[src/rtl/pci_bus_arbiter.sv]
// Central round-robin PCI arbiter: registered active-low grants, a dead cycle between
// owners, hidden arbitration during a transaction, and a timeout on unused grants.
module pci_bus_arbiter #(
  parameter int N_MASTERS   = 4,
  parameter int TIMEOUT     = 16,
  parameter int PARK_EN     = 1,
  parameter int PARK_MASTER = 0
) (
  input  logic                         clk,
  input  logic                         rst,
  input  logic [N_MASTERS-1:0]         req,
  input  logic                         frame,
  input  logic                         irdy,
  output logic [N_MASTERS-1:0]         gnt,
  output logic [$clog2(N_MASTERS)-1:0] owner,
  output logic                         owner_valid,
  output logic                         bus_idle,
  output logic                         timeout_evt,
  output logic [1:0]                   dbg_state
);
  localparam int            OW      = $clog2(N_MASTERS);
  localparam logic [OW-1:0] PARK_OW = OW'(PARK_MASTER);

  typedef enum logic [1:0] {
    ST_PARK   = 2'd0,
    ST_SWITCH = 2'd1,
    ST_GRANT  = 2'd2,
    ST_BUSY   = 2'd3
  } state_t;

  state_t                r_state;
  logic [N_MASTERS-1:0]  r_gnt;
  logic [OW-1:0]         r_owner;
  logic                  r_owner_valid;
  logic                  r_bus_idle;
  logic                  r_timeout_evt;
  logic [OW-1:0]         r_last;
  logic [OW-1:0]         r_target;
  logic [7:0]            r_cnt;
  logic                  r_handoff;

  logic                  w_idle;
  logic                  w_any;
  logic                  w_found;
  logic [OW-1:0]         w_next;

  function automatic logic [N_MASTERS-1:0] grant_vec(input logic [OW-1:0] idx);
    grant_vec      = '1;
    grant_vec[idx] = 1'b0;
  endfunction

  assign w_idle = frame & irdy;
  assign w_any  = ~&req;

  // Scan last+1, last+2, ... so the previous owner is considered last.
  always_comb begin
    w_next  = r_last;
    w_found = 1'b0;
    for (int k = 1; k <= N_MASTERS; k++) begin
      if (!w_found && !req[OW'((int'(r_last) + k) % N_MASTERS)]) begin
        w_found = 1'b1;
        w_next  = OW'((int'(r_last) + k) % N_MASTERS);
      end
    end
  end

  always_ff @(posedge clk) begin
    if (rst) begin
      r_state       <= ST_PARK;
      r_gnt         <= '1;
      r_owner       <= PARK_OW;
      r_owner_valid <= 1'b0;
      r_bus_idle    <= 1'b1;
      r_timeout_evt <= 1'b0;
      r_last        <= PARK_OW;
      r_target      <= PARK_OW;
      r_cnt         <= 8'd0;
      r_handoff     <= 1'b0;
    end else begin
      r_bus_idle    <= w_idle;
      r_timeout_evt <= 1'b0;
      case (r_state)
        ST_PARK: begin
          if (w_found) begin
            if (w_next == r_owner && r_owner_valid) begin
              r_last  <= w_next;
              r_cnt   <= 8'd0;
              r_state <= ST_GRANT;
            end else begin
              r_gnt         <= '1;
              r_owner_valid <= 1'b0;
              r_target      <= w_next;
              r_handoff     <= 1'b0;
              r_state       <= ST_SWITCH;
            end
          end else if (PARK_EN != 0 && (!r_owner_valid || r_owner == PARK_OW)) begin
            r_gnt         <= grant_vec(PARK_OW);
            r_owner       <= PARK_OW;
            r_owner_valid <= 1'b1;
          end else begin
            // A non-park owner must pass through an all-high cycle before parking.
            r_gnt         <= '1;
            r_owner_valid <= 1'b0;
          end
        end
        ST_SWITCH: begin
          r_gnt         <= grant_vec(r_target);
          r_owner       <= r_target;
          r_owner_valid <= 1'b1;
          r_last        <= r_target;
          r_cnt         <= 8'd0;
          r_state       <= r_handoff ? ST_BUSY : ST_GRANT;
        end
        ST_GRANT: begin
          if (!frame) begin
            r_state <= ST_BUSY;
          end else if (req[r_owner]) begin
            r_gnt         <= '1;
            r_owner_valid <= 1'b0;
            r_state       <= ST_PARK;
          end else if (w_idle) begin
            if (r_cnt == 8'(TIMEOUT - 1)) begin
              r_gnt         <= '1;
              r_owner_valid <= 1'b0;
              r_timeout_evt <= 1'b1;
              r_last        <= r_owner;
              r_state       <= ST_PARK;
            end else begin
              r_cnt <= r_cnt + 8'd1;
            end
          end
        end
        ST_BUSY: begin
          // Hidden arbitration: hand over while the current transaction finishes.
          if (req[r_owner] && w_any) begin
            r_gnt         <= '1;
            r_owner_valid <= 1'b0;
            r_target      <= w_next;
            r_handoff     <= 1'b1;
            r_state       <= ST_SWITCH;
          end else if (w_idle) begin
            r_handoff <= 1'b0;
            r_cnt     <= 8'd0;
            r_state   <= r_handoff ? ST_GRANT : ST_PARK;
          end
        end
        default: r_state <= ST_PARK;
      endcase
    end
  end

  assign gnt         = r_gnt;
  assign owner       = r_owner;
  assign owner_valid = r_owner_valid;
  assign bus_idle    = r_bus_idle;
  assign timeout_evt = r_timeout_evt;
  assign dbg_state   = r_state;
endmodule

[config.mk]
export PLATFORM = sky130hd
export DESIGN_NAME = pci_bus_arbiter
export DESIGN_NICKNAME = d
export VERILOG_FILES = /design/src/rtl/pci_bus_arbiter.sv
export SDC_FILE = /design/constraint.sdc
export NUM_CORES = 1
export LEC_CHECK = 0
export ABC_AREA = 1
export BUFFER_PORTS_ARGS = -buffer_cell sky130_fd_sc_hd__buf_2
export CORE_MARGIN = 3
export CORE_UTILIZATION = 57
export DETAILED_ROUTE_END_ITERATION = 10
export HOLD_SLACK_MARGIN = 0.12
export PLACE_DENSITY = 0.75
export SETUP_SLACK_MARGIN = 0.1
export SYNTH_ARGS = -nofsm -noshare
export SYNTH_HDL_FRONTEND = slang
export SYNTH_SLANG_ARGS = --single-unit
[constraint.sdc]
create_clock -name clk -period 3.1 [get_ports clk]
set_input_delay 0.155 -clock clk [delete_from_list [all_inputs] [get_ports clk]]
set_output_delay 0.155 -clock clk [all_outputs]
set_load 0.03 [all_outputs]
* Yosys cells after proc, flatten, opt, wreduce, memory -nomap -nowiden
Index checks and enable logic that the tools add are counted.
Widths: inputs -> output; s select.
** Cells by class
- Add/subtract/negate cells :: 5
- Order comparisons :: 7
- Equal/unequal tests :: 24
- Muxes and demuxes :: 81
- Bitwise logic cells :: 5
- Reductions and logical operators :: 28
** Operators with widths (count)
- $mux 8 :: 8
- $mux 2 :: 24
- $pmux 8 s4 :: 1
- $mux 1 :: 28
- $mux 4 :: 7
- $ne 2x2->1 const B :: 13
- $lt 2x4->1 const B :: 4
- $pmux 4 s4 :: 1
- $reduce_and 4->1 :: 4
- $ne 3x3->1 const B :: 4
- $bmux 1 s2 :: 5
- $add 8x1->8 const B :: 1
- $eq 8x4->1 const B :: 1
- $ne 4x4->1 const B :: 2
- $pmux 2 s2 :: 2
- $pmux 2 s4 :: 1
- $reduce_and 8->1 :: 1
- $logic_not 1->1 :: 7
- $reduce_and 7->1 :: 1
- $logic_and 1x1->1 :: 6
- $lt 2x3->1 const B :: 2
- $pmux 2 s3 :: 1
- $reduce_and 5->1 :: 1
- $reduce_or 5->1 :: 1
- 17 further kinds :: 24
** Storage, ports and cells
- Bits in registers :: 24
- Input port bits :: 8
- Output and inout port bits :: 11
- Word-level logic and storage cells :: 160

* Longest topological paths before layout
- Depth in word-level cells :: 18
- Mapped depth :: 18
- Depth with buffers taken out :: 17

* Worst setup path before layout
No wires, ideal clock.
- Path type :: register to register
- From :: reg r_state[0] (netlist: dbg_state[0])
- To :: reg r_gnt[0] (netlist: gnt[0])
- Setup time :: 0.134 ns
- Arrival :: 1.969 ns
- Data required time :: 2.966 ns
- Setup slack :: 0.998 ns
- Stages on the path, launching flop included :: 11
- Path buffers :: 0
- Period minus slack after synthesis :: 2.102 ns
- Cell sequence :: dfxtp_1 > inv_1 > ha_1 > inv_1 > nor2_1 > o21ai_1 > inv_1 > nor3_1 > nand2_1 > nand2_1 > nand3_1
** Between the ends
- Cells in the longest elaborated chain, start to end :: 3
- Elaborated cells between the ends (all ways) :: 11
- Those cells by class :: 8 x eq/ne; 1 x mux; 2 x reduce/logical
** RTL lines
- start, declared :: RTL line 31 : state_t r_state;
- start signal, assigned :: RTL line 112 : r_state <= r_handoff ? ST_BUSY : ST_GRANT;
- start signal, assigned :: RTL line 144 : r_state <= r_handoff ? ST_GRANT : ST_PARK;
- $eq 2x2->1 or $logic_not 2->1 (tied branches) :: RTL line 82 : case (r_state)
- $ne 3x3->1 (no line) or $ne 2x2->1 (tied branches)
- $reduce_and 5->1 (no line)
- end signal, assigned :: RTL line 97 : r_gnt <= grant_vec(PARK_OW);
- end signal, assigned :: RTL line 107 : r_gnt <= grant_vec(r_target);
- end, declared :: RTL line 32 : logic [N_MASTERS-1:0] r_gnt;
Several ways; a longest one is shown, not always the timed one.
A chain may end at the register's enable or synchronous reset.

* Worst setup path in the final report
- From :: reg r_state[0] (netlist: dbg_state[0])
- To :: reg r_gnt[3] (netlist: gnt[3])
The elaborated chain is that of the path after synthesis.

==> summary.txt <==
status -> finished, final reports clean
Hold WC Path Type -> primary input to flop
drt pass-1 iters -> 4
worst hold path startpoint -> frame
Mapped Cells -> 280
crit path from -> dbg_state[0]
Layout Nets -> 313
Post-synth EDFFs -> 0
cell area power density -> 952.7 nW/µm²
vias in the first global route -> 1487
chip height -> 61.67 µm
worst path cell trace -> inv_1 > ha_1 > inv_1 > nor2_1 > o21ai_1 > inv_1 > nor3_1 > nand2_1 > nand2_1 > nand3_1
routed wire length -> 3889 µm
setup_tns -> 0 ps
#FFs+latches synth -> 24
Max-Cap Viols -> 0
Synth Area per Inst -> 6.310 µm²
post-synthesis net count -> 295
post-route ant nets -> 0
Worst-Margin Slew -> 648.1 ps
ant diodes -> 0
Worst-path clk slew -> 130 ps
drt drc -> 0
Final Setup Violations -> 0
mux contribution to synthesized area -> 0%
pins over their slew limit -> 0
GRT Util Overall -> 22.94%
Simple-Gate Fraction of Synth Area -> 41.78%
CTS Buffer Depth -> 2
grt ovf -> 0
Final Cycle Share -> 79.24%
Most used DFF post-synth -> dfxtp_1
Critical Path AT -> 2650 ps
io pins -> 19
most repeated library cell on the critical path -> inv_1
register area share after synthesis -> 27.20%
Post-Synth Adder-Cell Area -> 4.958%
CTS tree -> yes
Post-CTS Setup Repair Bufs -> 0
dpl cells -> 323
fill count -> 262
DRT iter0 DRCs -> 84
cts bufs inserted -> 3
clk_lat worst skew -> 310 ps
CP peak stage delay -> 510 ps
crit path capture type -> flop
Critical Path RT -> 3290 ps
worst r2r src -> dbg_state[0]
Starting Density -> 61.93%
Final Core Density -> 66.89%
unrepaired setup endpoints after global routing -> false
Port Buffers -> 18
fraction of layout cells with a size suffix above 1 -> 15.15%
Peak VDD IR -> 0.4557 mV
post-synthesis xor/xnor area fraction -> 1.983%
Hold Path Sink -> bus_idle
R2R Path End -> gnt[3]
Final Hold Vio Count -> 0
cell area after synthesis -> 1767 µm²
worst-path maximum fanout -> 14
num rows -> 19
warnings from Yosys -> 0
Wirelength per Cell -> 11.86 µm
Worst Hold Depth -> 3
Synth cell types -> 30
r2r setup slk -> 640 ps
Sequential Area -> 480.5 µm²
Max Freq -> 407.1 MHz
Clock Skews -> 9.279 ps
post-cts sizing count -> 0
RD Place Congestion -> 0.8841
core area -> 2853 µm²
largest net degree at the start of global routing -> 15
DIE AREA -> 3803 µm²
CTS HTree Levels -> 1
area of the multi-input gates -> 1110 µm²
clk sink count -> 24
main combinational cell family by area after synthesis -> simple AND/OR/NAND/NOR gates
Root Driver -> clkbuf_4
fin cells -> 328
first-pass GRT wire length -> 6644 µm
crit path max-delay cell type -> nor3_1
Compound-Gate Fraction of Synth Area -> 14.09%
vias post-DR -> 1745
Synth async-reset ratio -> 0%
fin crit period -> 2456 ps
Critical Path Start Type -> flop
WS Path Type -> flop to flop
FF-to-FF path depth -> 10
Pleak -> 0.9102 nW
hpwl dp -> 3000 µm
synth-to-layout area growth -> 8.003%
Rel. slew slack -> 56.46%
Die Width -> 61.67 µm
initial antenna violation count -> 0
Vias/cell -> 5.320
## kinds of logic after synthesis
logic type | count (synthesis)
AND/OR/NAND/NOR | 156
adder cells (fa/ha/maj) | 7
buffers and inverters | 43
flip-flops | 24
XOR/XNOR | 4
AO/OA/AOI/OAI | 46
## critical path: cells and delay by family (launching register included)
| kind | cells | cell delay, ps |
|---|---|---|
| flops | 1 | 470 |
| simple gates | 5 | 1010 |
| buf+inv | 3 | 520 |
| fa+ha+maj | 1 | 260 |
| compound gates | 1 | 90 |
## registers in the layout (all words and copies together) (netlist names)
register	count
r_cnt	8
r_target	2
r_last	2
gnt	4
bus_idle	1
r_handoff	1
dbg_state	2
owner_valid	1
owner	2
timeout_evt	1
## Yosys cell counts (2+ instances only)
master / number / area [µm²]
o21ai_1: 4 / 20.02
nand2_2: 10 / 62.56
o21ai_0: 13 / 65.06
nand2_4: 2 / 22.52
xor2_1: 4 / 35.03
nor3b_1: 2 / 15.01
buf_6: 2 / 22.52
inv_2: 3 / 11.26
nand2_1: 68 / 255.2
nand4_1: 14 / 87.58
nor2_1: 26 / 97.59
ha_1: 7 / 87.58
inv_1: 33 / 123.9
nor3_1: 3 / 15.01
nand3_1: 25 / 125.1
dfxtp_1: 24 / 480.5
a21oi_1: 22 / 110.1
o21ai_2: 2 / 17.52
clkbuf_1: 5 / 18.77
## layout by cell type, fill, tap and decap left out, drive strengths merged
cell type	n
nand2	80
nor2b	1
a21oi	22
inv	36
a31oi	1
o21ai	19
nand3	26
nor3	4
o22ai	1
nor2	27
nand4	15
dlygate4sd3	1
o211ai	1
nor4	1
ha	7
buf	19
xor2	4
nor3b	2
a211oi	1
a31o	1
dfxtp	24
clkbuf	4
## timing repair
action	in CTS	in global routing
hold buffers	1	0
setup endpoints to repair	0	0
hold endpoints to repair	1	0
## worst max-delay path by stage
stage,to,cells after the start
final,gnt[3],10
after global routing,r_cnt[0],14
after CTS,gnt[3],10
after detailed placement,gnt[3],10
after global placement,gnt[0],10
after floorplan,gnt[0],10
## final cells by class
class | count | area share (%)
Tap cell | 31 | 2.033
Multi-Input combinational cell | 213 | 58.16
Sequential cell | 24 | 25.18
Timing Repair Buffer | 20 | 5.639
Clock buffer | 4 | 1.902
Inverter | 36 | 7.082
## report_power, final
group          leakage [nW]  internal, mW  total, mW  switching, mW
Clock                0.0210        0.0717      0.163         0.0911
Combinational         0.692         0.395       1.18          0.790
Sequential            0.197         0.383      0.470         0.0878
## stage by stage
| step | worst slack, ps | power, mW | area [µm²] | hold WS, ps |
|---|---|---|---|---|
| after floorplan | 997.9 | 1.442 | 1767 | 289.6 |
| after global placement | 775.0 | 1.644 | 1862 | 436.1 |
| after detailed placement | 661.7 | 1.653 | 1862 | 432.3 |
| after CTS | 647.0 | 1.821 | 1908 | 123.1 |
| after global routing | 360.2 | 2.029 | 1908 | 137.3 |
| final | 643.6 | 1.818 | 1908 | 140.1 |
## routing by layer
metal  vias up  GRT usage (%)  part of all wire [%]
met1       763          31.79                    51
met2        27          36.47                    45
met5         -              0                     0
li1        953              -                     -
met3         2          3.983                   3.1
met4         0          6.364                  0.54
No activity file was read; power rests on OpenSTA's default activity.
